<file path="src/rtl/sram_arb_pkg.sv">
// sram_arb_pkg: shared types and constants for the board SRAM read arbiter.
// Holds the arbiter state encoding, the SRAM bus widths and the fixed
// control-pin levels used for read-only, full-word access.
package sram_arb_pkg;

  typedef enum logic {
    IDLE = 1'b0,
    WAIT = 1'b1
  } arbState_t;

  localparam int SRAM_ADDR_W = 18;
  localparam int SRAM_DATA_W = 16;
  localparam int WAIT_CNT_W  = 4;

  // Read-only access with both byte lanes enabled (all strobes active-low)
  localparam logic SRAM_WE_LVL = 1'b1;
  localparam logic SRAM_CE_LVL = 1'b0;
  localparam logic SRAM_OE_LVL = 1'b0;
  localparam logic SRAM_LB_LVL = 1'b0;
  localparam logic SRAM_UB_LVL = 1'b0;

endpackage

</file>
<file path="src/rtl/rr_pick2.sv">
// rr_pick2: combinational two-way request picker.
// Default build is round-robin: on a tie the port that did not own the
// previous grant wins. Defining SRAM_ARB_FIXED_PRIO_EN makes port 0 always
// win ties and removes the last-owner input altogether.
module rr_pick2 (
  input  logic i_req0,
  input  logic i_req1,
`ifndef SRAM_ARB_FIXED_PRIO_EN
  input  logic i_lastOwner,
`endif
  output logic o_winner,
  output logic o_valid
);

  // Pick a winner among the active requesters; a lone requester always wins
  always_comb begin
    o_valid = i_req0 | i_req1;
`ifdef SRAM_ARB_FIXED_PRIO_EN
    o_winner = ~i_req0;
`else
    if (i_req0 && i_req1) begin
      o_winner = ~i_lastOwner;
    end else begin
      o_winner = i_req1;
    end
`endif
  end

endmodule

</file>
<file path="src/rtl/sram_read_arbiter.sv">
// sram_read_arbiter: shares the single board SRAM read path between two
// fetch ports. A granted request drives SRAM_A, waits WAIT_CYCLES edges,
// then captures SRAM_D into rdata with a one-cycle rvalid to the owner.
// Optional macro SRAM_ARB_FIXED_PRIO_EN: port 0 always wins ties.
module sram_read_arbiter
  import sram_arb_pkg::*;
#(
  parameter int unsigned WAIT_CYCLES = 2
) (
  input  logic                   CLK,
  input  logic                   RST,
  input  logic                   req0,
  input  logic [SRAM_ADDR_W-1:0] addr0,
  output logic                   gnt0,
  output logic                   rvalid0,
  input  logic                   req1,
  input  logic [SRAM_ADDR_W-1:0] addr1,
  output logic                   gnt1,
  output logic                   rvalid1,
  output logic [SRAM_DATA_W-1:0] rdata,
  output logic                   busy,
  output logic [SRAM_ADDR_W-1:0] SRAM_A,
  input  logic [SRAM_DATA_W-1:0] SRAM_D,
  output logic                   SRAM_WE,
  output logic                   SRAM_CE,
  output logic                   SRAM_OE,
  output logic                   SRAM_LB,
  output logic                   SRAM_UB
);

  localparam logic [WAIT_CNT_W-1:0] WAIT_LOAD = WAIT_CNT_W'(WAIT_CYCLES);

  arbState_t             r_state;
  logic [WAIT_CNT_W-1:0] r_count;
  logic                  r_owner;
  logic                  w_winner;
  logic                  w_pickValid;

`ifndef SRAM_ARB_FIXED_PRIO_EN
  logic                  r_lastOwner;
`endif

  assign busy    = (r_state != IDLE);
  assign SRAM_WE = SRAM_WE_LVL;
  assign SRAM_CE = SRAM_CE_LVL;
  assign SRAM_OE = SRAM_OE_LVL;
  assign SRAM_LB = SRAM_LB_LVL;
  assign SRAM_UB = SRAM_UB_LVL;

  rr_pick2 u_pick (
    .i_req0      (req0),
    .i_req1      (req1),
`ifndef SRAM_ARB_FIXED_PRIO_EN
    .i_lastOwner (r_lastOwner),
`endif
    .o_winner    (w_winner),
    .o_valid     (w_pickValid)
  );

`ifndef SRAM_ARB_FIXED_PRIO_EN
  // Round-robin pointer: remembers the owner of the most recent grant only
  always_ff @(posedge CLK) begin
    if (RST) begin
      r_lastOwner <= 1'b1;
    end else if (r_state == IDLE && w_pickValid) begin
      r_lastOwner <= w_winner;
    end
  end
`endif

  // Grant/wait/capture FSM; gnt and rvalid are single-cycle registered pulses
  always_ff @(posedge CLK) begin
    if (RST) begin
      r_state <= IDLE;
      r_count <= '0;
      r_owner <= 1'b0;
      gnt0    <= 1'b0;
      gnt1    <= 1'b0;
      rvalid0 <= 1'b0;
      rvalid1 <= 1'b0;
      rdata   <= '0;
      SRAM_A  <= '0;
    end else begin
      gnt0    <= 1'b0;
      gnt1    <= 1'b0;
      rvalid0 <= 1'b0;
      rvalid1 <= 1'b0;
      case (r_state)
        IDLE: begin
          if (w_pickValid) begin
            r_owner <= w_winner;
            r_count <= WAIT_LOAD;
            r_state <= WAIT;
            if (w_winner) begin
              SRAM_A <= addr1;
              gnt1   <= 1'b1;
            end else begin
              SRAM_A <= addr0;
              gnt0   <= 1'b1;
            end
          end
        end
        WAIT: begin
          r_count <= r_count - 1'b1;
          if (r_count == WAIT_CNT_W'(1)) begin
            rdata   <= SRAM_D;
            r_state <= IDLE;
            if (r_owner) begin
              rvalid1 <= 1'b1;
            end else begin
              rvalid0 <= 1'b1;
            end
          end
        end
        default: r_state <= IDLE;
      endcase
    end
  end

endmodule
</file>
<file path="config.mk">
export PLATFORM = sky130hd
export DESIGN_NAME = sram_read_arbiter
export DESIGN_NICKNAME = d
export VERILOG_FILES = /design/src/rtl/sram_arb_pkg.sv /design/src/rtl/rr_pick2.sv /design/src/rtl/sram_read_arbiter.sv
export SDC_FILE = /design/constraint.sdc
export NUM_CORES = 1
export LEC_CHECK = 0
export CORE_MARGIN = 1.5
export CORE_UTILIZATION = 40
export DETAILED_ROUTE_END_ITERATION = 8
export GPL_TIMING_DRIVEN = 0
export PLACE_DENSITY = 0.85
export SYNTH_ARGS = -nofsm -noshare
export SYNTH_HDL_FRONTEND = slang
export SYNTH_SLANG_ARGS = --single-unit
export TNS_END_PERCENT = 1
</file>
<file path="constraint.sdc">
create_clock -name CLK -period 2.9 [get_ports CLK]
set_input_delay 0.58 -clock CLK [delete_from_list [all_inputs] [get_ports CLK]]
set_output_delay 0.58 -clock CLK [all_outputs]
set_load 0.03 [all_outputs]
</file>
=== Word level (Yosys, flattened, before mapping) ===
Index checks and enable logic that the tools add are counted.

* Output and inout port bits: 44
* Input port bits: 56
* Flip-flop bits (word level): 45
* Logic and storage cells: 35

* Multiplexer cells: 11
* Bitwise operators: 5
* Equal/unequal tests: 2
* Reductions and logical operators: 6
* Add/sub/neg operators: 1

{| class="wikitable"
|+ Operator list
! operator !! number
|-
| two-way mux 18 bit || 1
|-
| one-hot mux 4 bit (2 select lines) || 1
|-
| two-way mux 1 bit || 7
|-
| OR reduction 3 bit || 2
|-
| == test 4 x 1 -> 1 bit (second input constant) || 1
|-
| two-way mux 4 bit || 1
|-
| NOT 1 bit || 4
|-
| AND reduction 2 bit || 2
|-
| subtractor 4 x 1 -> 4 bit (second input constant) || 1
|-
| logical AND 1 bit || 2
|-
| != test 2 bit (second input constant) || 1
|-
| one-hot mux 1 bit (2 select lines) || 1
|-
| bitwise OR 1 bit || 1
|}

=== Logic depth before layout (Yosys ltp) ===
Gate-level depths: netlist of the first run.

* Word-level depth: 3
* Mapped depth: 6
* Mapped depth without buffers: 5

=== Modules after synthesis ===
From an unflattened synthesis of the first run, not the netlist that was laid out.

* Cell total of the unflattened synthesis: 148
* Area, all modules: 1,745.4 um2

{| class="wikitable"
|+ By module, submodules not included
! module !! cells each !! instances !! area each (um2) !! sequential area each (um2)
|-
| sram_read_arbiter || 146 || 1 || 1,731.7 || 900.9
|-
| rr_pick2 || 2 || 1 || 13.8 || 0.0
|}

=== Least setup slack after synthesis of the first run ===
No wires, ideal clock.

* Path type: input to register
* Start: in RST
* End: reg SRAM_A[0]
* Setup slack: 1.328 ns
* Data arrival time: 1.451 ns
* Required time: 2.778 ns
* Cell stages on the path: 6
* Buffers on the path: 3
* Library setup time: 0.122 ns
* Path through: buf_4 > nor2_1 > and3_1 > buf_6 > buf_6 > a221o_1

{| class="wikitable"
|+ RTL lines
! item !! line !! text
|-
| from (decl) || sram_read_arbiter.sv:11 || <nowiki>input logic RST,</nowiki>
|-
| to (signal assigned) || sram_read_arbiter.sv:95 || <nowiki>SRAM_A <= addr1;</nowiki>
|-
| to (signal assigned) || sram_read_arbiter.sv:98 || <nowiki>SRAM_A <= addr0;</nowiki>
|-
| to (decl) || sram_read_arbiter.sv:22 || <nowiki>output logic [SRAM_ADDR_W-1:0] SRAM_A,</nowiki>
|}

=== Final worst setup path of the first run ===
* Start: reg r_state, in the netlist busy
* End: out busy

{| class="wikitable"
|+ RTL lines
! item !! line !! text
|-
| from (decl) || sram_read_arbiter.sv:33 || <nowiki>arbState_t r_state;</nowiki>
|-
| from (signal assigned) || sram_read_arbiter.sv:74 || <nowiki>r_state <= IDLE;</nowiki>
|-
| from (signal assigned) || sram_read_arbiter.sv:93 || <nowiki>r_state <= WAIT;</nowiki>
|-
| from (signal assigned) || sram_read_arbiter.sv:107 || <nowiki>r_state <= IDLE;</nowiki>
|-
| to (decl) || sram_read_arbiter.sv:21 || <nowiki>output logic busy,</nowiki>
|}

No word-level cell between the ends.

==> results by group, run 1 <==
Global route
  – GRT Overall Usage: a little under a fifth
  – Number of global-route vias before repair: between 1000 and 1500
  – Initial antenna violation count: 0
  – Largest net degree at the start of global routing: 13
  – First-pass GRT wire length: around 6000 um
  – Gr ovfl total: 0

Worst setup path
  – Crit-path max cell delay: between 0.7 and 0.8 ns
  – Worst path required time: 2.32 ns
  – Startpoint Class: register
  – Worst EP arrival: 1.38 ns
  – Slowest-stage cell, CP: clkdlybuf4s50_1
  – Element type at the critical path end: output pin
  – Worst Path Buf+Inv: 1
  – Crit-path cells: clkdlybuf4s50_1
  – Critical path fanouts, max: 4
  – Top cell family by delay on the critical path: buffers and inverters
  – Critical path class: reg -> out

CTS
  – H-Tree Depth: 2
  – Root buf cell: clkbuf_8
  – Clock sinks: 45
  – Clk buf depth: 2
  – Post-CTS Resized: 0
  – Clk_lat worst skew: between 0.2 and 0.3 ns
  – CTS tree: done
  – # Post-CTS Setup Buffers: 0
  – CTS buffer count: 5
  – CTS hold repair buffers: 0
  – CTS clock-pin slew for the worst setup and hold paths: about 0.08 ns

Floorplanning
  – Row cnt: 23
  – Core region area: a little over 0.004 sq mm
  – Initial core utilization: around two fifths
  – Die width: ~70 um
  – IO Count: 100
  – Die H: a little under 70 um
  – Area of the die: 0.004651 sq mm

Placed design
  – Gp weighted congestion: 0.6952
  – Placed inst area: between 0.002 and 0.003 sq mm
  – DP Worst Slack: 0.7605 ns
  – Post-DP HPWL: around 3200 um
  – I/O Buffers: 93

Timing
  – Final setup violation count: 0
  – Crit share post-route: 67.55%
  – Post-Route Setup TNS: 0 ns
  – Min cycle time layout: approximately 2.0 ns
  – Clk_skew: 0.005101 ns
  – Achievable Freq: roughly 500 MHz
  – Final hold vios: 0
  – PnR worst setup slack: about 0.94 ns
  – Slew Viols, Final: 0
  – RSZ-0062 raised after global routing: no

Power
  – Sw power: ~0.35 mW
  – Seq pwr share: between 40% and 50%
  – Int Pwr: between 1 and 1.5 mW
  – Final Power: 1.361 mW
  – Max rail drop VDD: roughly 230 uV
  – Sw frac: 25.87%
  – Leakage: approximately 1.1 nW
  – Clock share of power: 27.7%
  – PD cells: slightly below 500 mW/mm^2
  – Comb power frac: 22.8%

Drt
  – DR iter-0 viols: 57
  – Via count: approximately 1500
  – Pre-antenna DRT Iters: 4
  – Routed Antenna Nets: 0
  – DR WL/cell: approximately 14 um
  – Drt drc: 0
  – Via-to-Cell Ratio: roughly 5
  – WL final: ~4300 um

Final layout
  – Fin nets: 310
  – Commonest cells after routing, fill and taps aside: clkdlybuf4s50_1 (93), dfxtp_1 (45), a221o_1 (19)
  – # diodes: 0
  – Share of cells above drive strength 1: a little under a tenth
  – Design Area, Final: ~0.0028 sq mm
  – P&R area growth vs syn: 64.16%
  – Commonest non-fill, non-tap cell in the layout: clkdlybuf4s50_1

Synth
  – Synth Area in Simple Gates: about 14%
  – Seq/Total Area, Yosys: a little over half
  – Synthesized area per cell: between 10 and 15 sq um
  – #FFs+latches synth: 45
  – Synthesized area: about 0.0017 sq mm
  – Compound-cell area share of the yosys netlist: 22.15%
  – Adder-cell area share of the yosys netlist: 1.472%
  – Main combinational cell family by area after synthesis: compound AO/OA/AOI/OAI gates
  – Cell count after synthesis: about 150
  – Yosys warnings: 0
  – Post-Synth XOR/XNOR Area: less than 1%
  – Cell variety after synth: 28
  – Mux contribution to synthesized area: 0.5887%

Hold path
  – Min-Delay Path Class: reg -> reg

Status
  – Outcome: completed

Flow run
  – Max-cap violations: 0
## registers in the layout, indices dropped and copies added, names as in the netlist
signal / flops
r_lastOwner: 1
rdata: 16
r_owner: 1
rvalid1: 1
busy: 1
gnt1: 1
rvalid0: 1
r_count: 4
SRAM_A: 18
gnt0: 1
## cell families (layout without fill, tap and decap cells)
| family | count (synthesis) | in the layout |
|---|---|---|
| DFF | 45 | 45 |
| AOI/OAI and AO/OA | 40 | 40 |
| and+or+nand+nor | 38 | 38 |
| buffers and inverters | 20 | 120 |
| adders and majority gates | 2 | 2 |
| other | 2 | 5 |
| xor gates and xnor gates | 1 | 1 |
| muxes | 1 | 1 |
## cells in the mapped netlist
cell type  number  share of area [%]
dfxtp_1        45                 53
a221o_1        19                 11
nor3b_1        18                7.9
a22o_1         16                8.2
buf_2           7                2.1
buf_4           7                3.1
nor2_1          5                1.1
nor3_1          3               0.88
and3_1          2               0.74
buf_6           2                1.3
clkbuf_1        2               0.44
conb_1          2               0.44
ha_1            2                1.5
inv_1           2               0.44
nand2_1         2               0.44
nand2b_1        2               0.74
nor2b_1         2               0.74
a211oi_1        1               0.44
a21o_1          1               0.44
a31o_1          1               0.52
a31oi_2         1               0.74
and2_1          1               0.37
and4b_1         1               0.59
mux2i_1         1               0.59
nor4_1          1               0.37
o21ba_2         1               0.59
or4b_1          1               0.59
xor2_1          1               0.52
## power by group through the flow
stage / Sequential, mW / Clock [mW] / Combinational [mW]
5_1_grt: 0.678 / 0.420 / 0.329
3_3_place_gp: 0.686 / 0 / 0.305
3_5_place_dp: 0.688 / 0 / 0.311
4_1_cts: 0.673 / 0.392 / 0.312
2_1_floorplan: 0.745 / 0 / 0.0978
6_report: 0.674 / 0.377 / 0.310
## per-layer routing
layer  wire, um  global-route usage, %  share of wire [%]
met1       1763                  20.53                 41
met2       1982                  29.13                 46
met4         53                  8.250                1.2
met3        514                  7.730                 12
met5          0                      0                  0
## final cells by class
cell class	count	area [sq um]
Timing Repair Buffer	93	930.9
Sequential cell	45	900.9
Inverter	2	7.507
Buffer	18	117.6
Tap cell	50	62.56
Multi-Input combinational cell	87	685.7
Clock buffer	7	86.33
Fill cell	313	1266
## through the flow
step           hold slack, ns  util [%]  std cells
4_1_cts                0.4767     68.79        302
2_1_floorplan          0.4064         -        152
3_5_place_dp           0.4598     66.67        295
5_1_grt                0.4946     68.79        302
6_report               0.4773     68.79        302
3_3_place_gp           0.4452     66.67        295
## final timing paths
| check | from | endpoint | slack, ns | depth (start not counted) |
|---|---|---|---|---|
| setup / recovery | busy | busy | 0.94 | 1 |
| hold / removal | r_owner | rvalid0 | 0.48 | 1 |
| setup reg to reg | r_count[1] | rdata[3] | 1.40 | 5 |
| hold reg to reg | r_owner | rvalid0 | 0.48 | 1 |
No activity file was read; power rests on OpenSTA's default activity.
==> run 2, diff against run 1 <==
CORE_UTILIZATION = 37   (was 40)
PLACE_DENSITY = 0.79   (was 0.85)
clock period = 2 ns   (was 2.9 ns; I/O delays follow)
==> results by group, run 2 (synthesized netlist as in run 1, its figures left out) <==
Global route
  – Number of global-route vias before repair: ~1500
  – GRT Overall Usage: 16.41%
  – First-pass GRT wire length: approximately 6600 um
  – Largest net degree at the start of global routing: 15
  – Initial antenna violation count: 0
  – Gr ovfl total: 0

Worst setup path
  – Slowest-stage cell, CP: clkdlybuf4s50_1
  – Worst EP arrival: 1.37 ns
  – Worst r2r path cells: 5
  – Element type at the critical path end: output pin
  – Startpoint Class: register
  – Crit-path cells: clkdlybuf4s50_1
  – Top cell family by delay on the critical path: buffers and inverters
  – Worst path required time: 1.60 ns
  – Worst Path Buf+Inv: 1
  – Crit-path max cell delay: roughly 0.70 ns
  – Reg2Reg Setup Slack: 0.55 ns
  – Critical path fanouts, max: 4
  – R2R Path End: rdata[3]
  – Worst path depth: 1
  – Critical path class: reg -> out
  – Worst R2R Start: r_count[1]

Placed design
  – I/O Buffers: 93
  – Placed inst area: around 0.0027 sq mm
  – Placed insts: roughly 300
  – DP Worst Slack: approximately 0.060 ns
  – Post-DP HPWL: just under 3000 um
  – Gp weighted congestion: 0.7416

Timing
  – Achievable Freq: between 500 and 600 MHz
  – RSZ-0062 raised after global routing: no
  – Post-Route Setup TNS: 0 ns
  – Clk_skew: roughly 0.010 ns
  – Min cycle time layout: between 1.5 and 2 ns
  – Final setup violation count: 0
  – Final hold vios: 0
  – PnR worst setup slack: approximately 0.23 ns
  – Slew Viols, Final: 0
  – Crit share post-route: about nine tenths

Final layout
  – Largest reg by FF count: SRAM_A
  – Non-Filler Instances: just over 300
  – Largest regs: SRAM_A x18, rdata x16, r_count x4
  – Commonest cells after routing, fill and taps aside: clkdlybuf4s50_1 (93), dfxtp_1 (45), a221o_1 (19)
  – # diodes: 0
  – Fin nets: 310
  – P&R area growth vs syn: 67.11%
  – Number of fill cells: between 300 and 400
  – Max FFs per register: 18
  – Design Area, Final: ~0.0028 sq mm
  – Share of cells above drive strength 1: around a tenth
  – Core Util, Final: between 60% and 70%
  – Commonest non-fill, non-tap cell in the layout: clkdlybuf4s50_1

CTS
  – Post-CTS Resized: 0
  – CTS hold repair buffers: 0
  – Root buf cell: clkbuf_8
  – CTS tree: done
  – Clk_lat worst skew: 0.30 ns
  – # Post-CTS Setup Buffers: 0
  – Clock sinks: between 40 and 50
  – H-Tree Depth: 2
  – CTS buffer count: 5
  – CTS clock-pin slew for the worst setup and hold paths: approximately 0.090 ns
  – Clk buf depth: 2

Floorplanning
  – Die width: 70.79 um
  – Die H: 70.79 um
  – IO Count: 100
  – Core region area: ~0.0044 sq mm
  – Area of the die: ~0.005 sq mm
  – Row cnt: 24
  – Initial core utilization: 38.78%

Status
  – Outcome: completed

Drt
  – Drt drc: 0
  – Pre-antenna DRT Iters: 4
  – DR iter-0 viols: 31
  – Via count: 1499
  – WL final: between 4000 and 5000 um
  – Routed Antenna Nets: 0
  – DR WL/cell: about 13 um
  – Via-to-Cell Ratio: between 4 and 5

Hold path
  – Min-delay src: r_owner
  – Hold depth: 1
  – Worst Hold Endpoint: rvalid0
  – Min-Delay Path Class: reg -> reg

Flow run
  – Max-cap violations: 0

Power
  – PD cells: about 780 mW/mm^2
  – Leakage: 1.119 nW
  – Max rail drop VDD: 621.4 uV
run 2: cell count changes in the layout (fill, tap and decap cells not counted), sizes merged:
cell / previous run / this run
bufinv: 0 / 2
clkbuf: 9 / 7
clkinv: 0 / 1
run 2: worst max-delay path by stage:
stage          from          to
2_1_floorplan  busy  r_count[3]
3_3_place_gp   req1  SRAM_A[14]
3_5_place_dp   req1   SRAM_A[0]
4_1_cts        busy        busy
5_1_grt        busy        busy
6_report       busy        busy
run 2: report_power, final:
group	total, mW	internal (mW)	switching (mW)
sequential	0.976	0.949	0.0275
combinational	0.445	0.239	0.205
clock	0.796	0.496	0.300
run 2: area by class of cell:
cell class	count	area, sq um	share of cell area [%]
plain buffers	18	117.6	4.139
clock buffers	5	68.82	2.422
clock inverters	3	65.06	2.290
inverters	2	7.507	0.2642
multi-input cells	87	685.7	24.13
flip-flops and latches	45	900.9	31.70
well taps	52	65.06	2.290
repair buffers	93	930.9	32.76
run 2: metal layers:
| layer | track usage [%] | part of all wire, % |
|---|---|---|
| met4 | 6.289 | 0.65 |
| met2 | 28.14 | 47 |
| met5 | 0 | 0 |
| met1 | 18.25 | 44 |
| met3 | 6.553 | 8.7 |
run 2: per-stage QoR:
stage / power (mW) / hold slack [ns]
after floorplan: 1.221 / 0.4064
after global placement: 1.438 / 0.4357
after detailed placement: 1.445 / 0.4443
after CTS: 2.253 / 0.4453
after global routing: 2.320 / 0.4623
final: 2.217 / 0.4521
==> run 3, diff against run 2 <==
==> constraint.sdc (replaced) <==
create_clock -name CLK -period 2 [get_ports CLK]
set_input_delay 0.4 -clock CLK [delete_from_list [all_inputs] [get_ports CLK]]
set_output_delay 0.4 -clock CLK [all_outputs]
set_load 0.02 [all_outputs]
==> results of run 3 <==
Same layout as run 2 (identical final DEF). Status: completed.
Main changes from that run: setup slack after layout 0.2295 ns -> 0.2961 ns; total power 2.217 mW -> 2.181 mW; worst IR drop on VDD 621.4 uV -> 617.8 uV
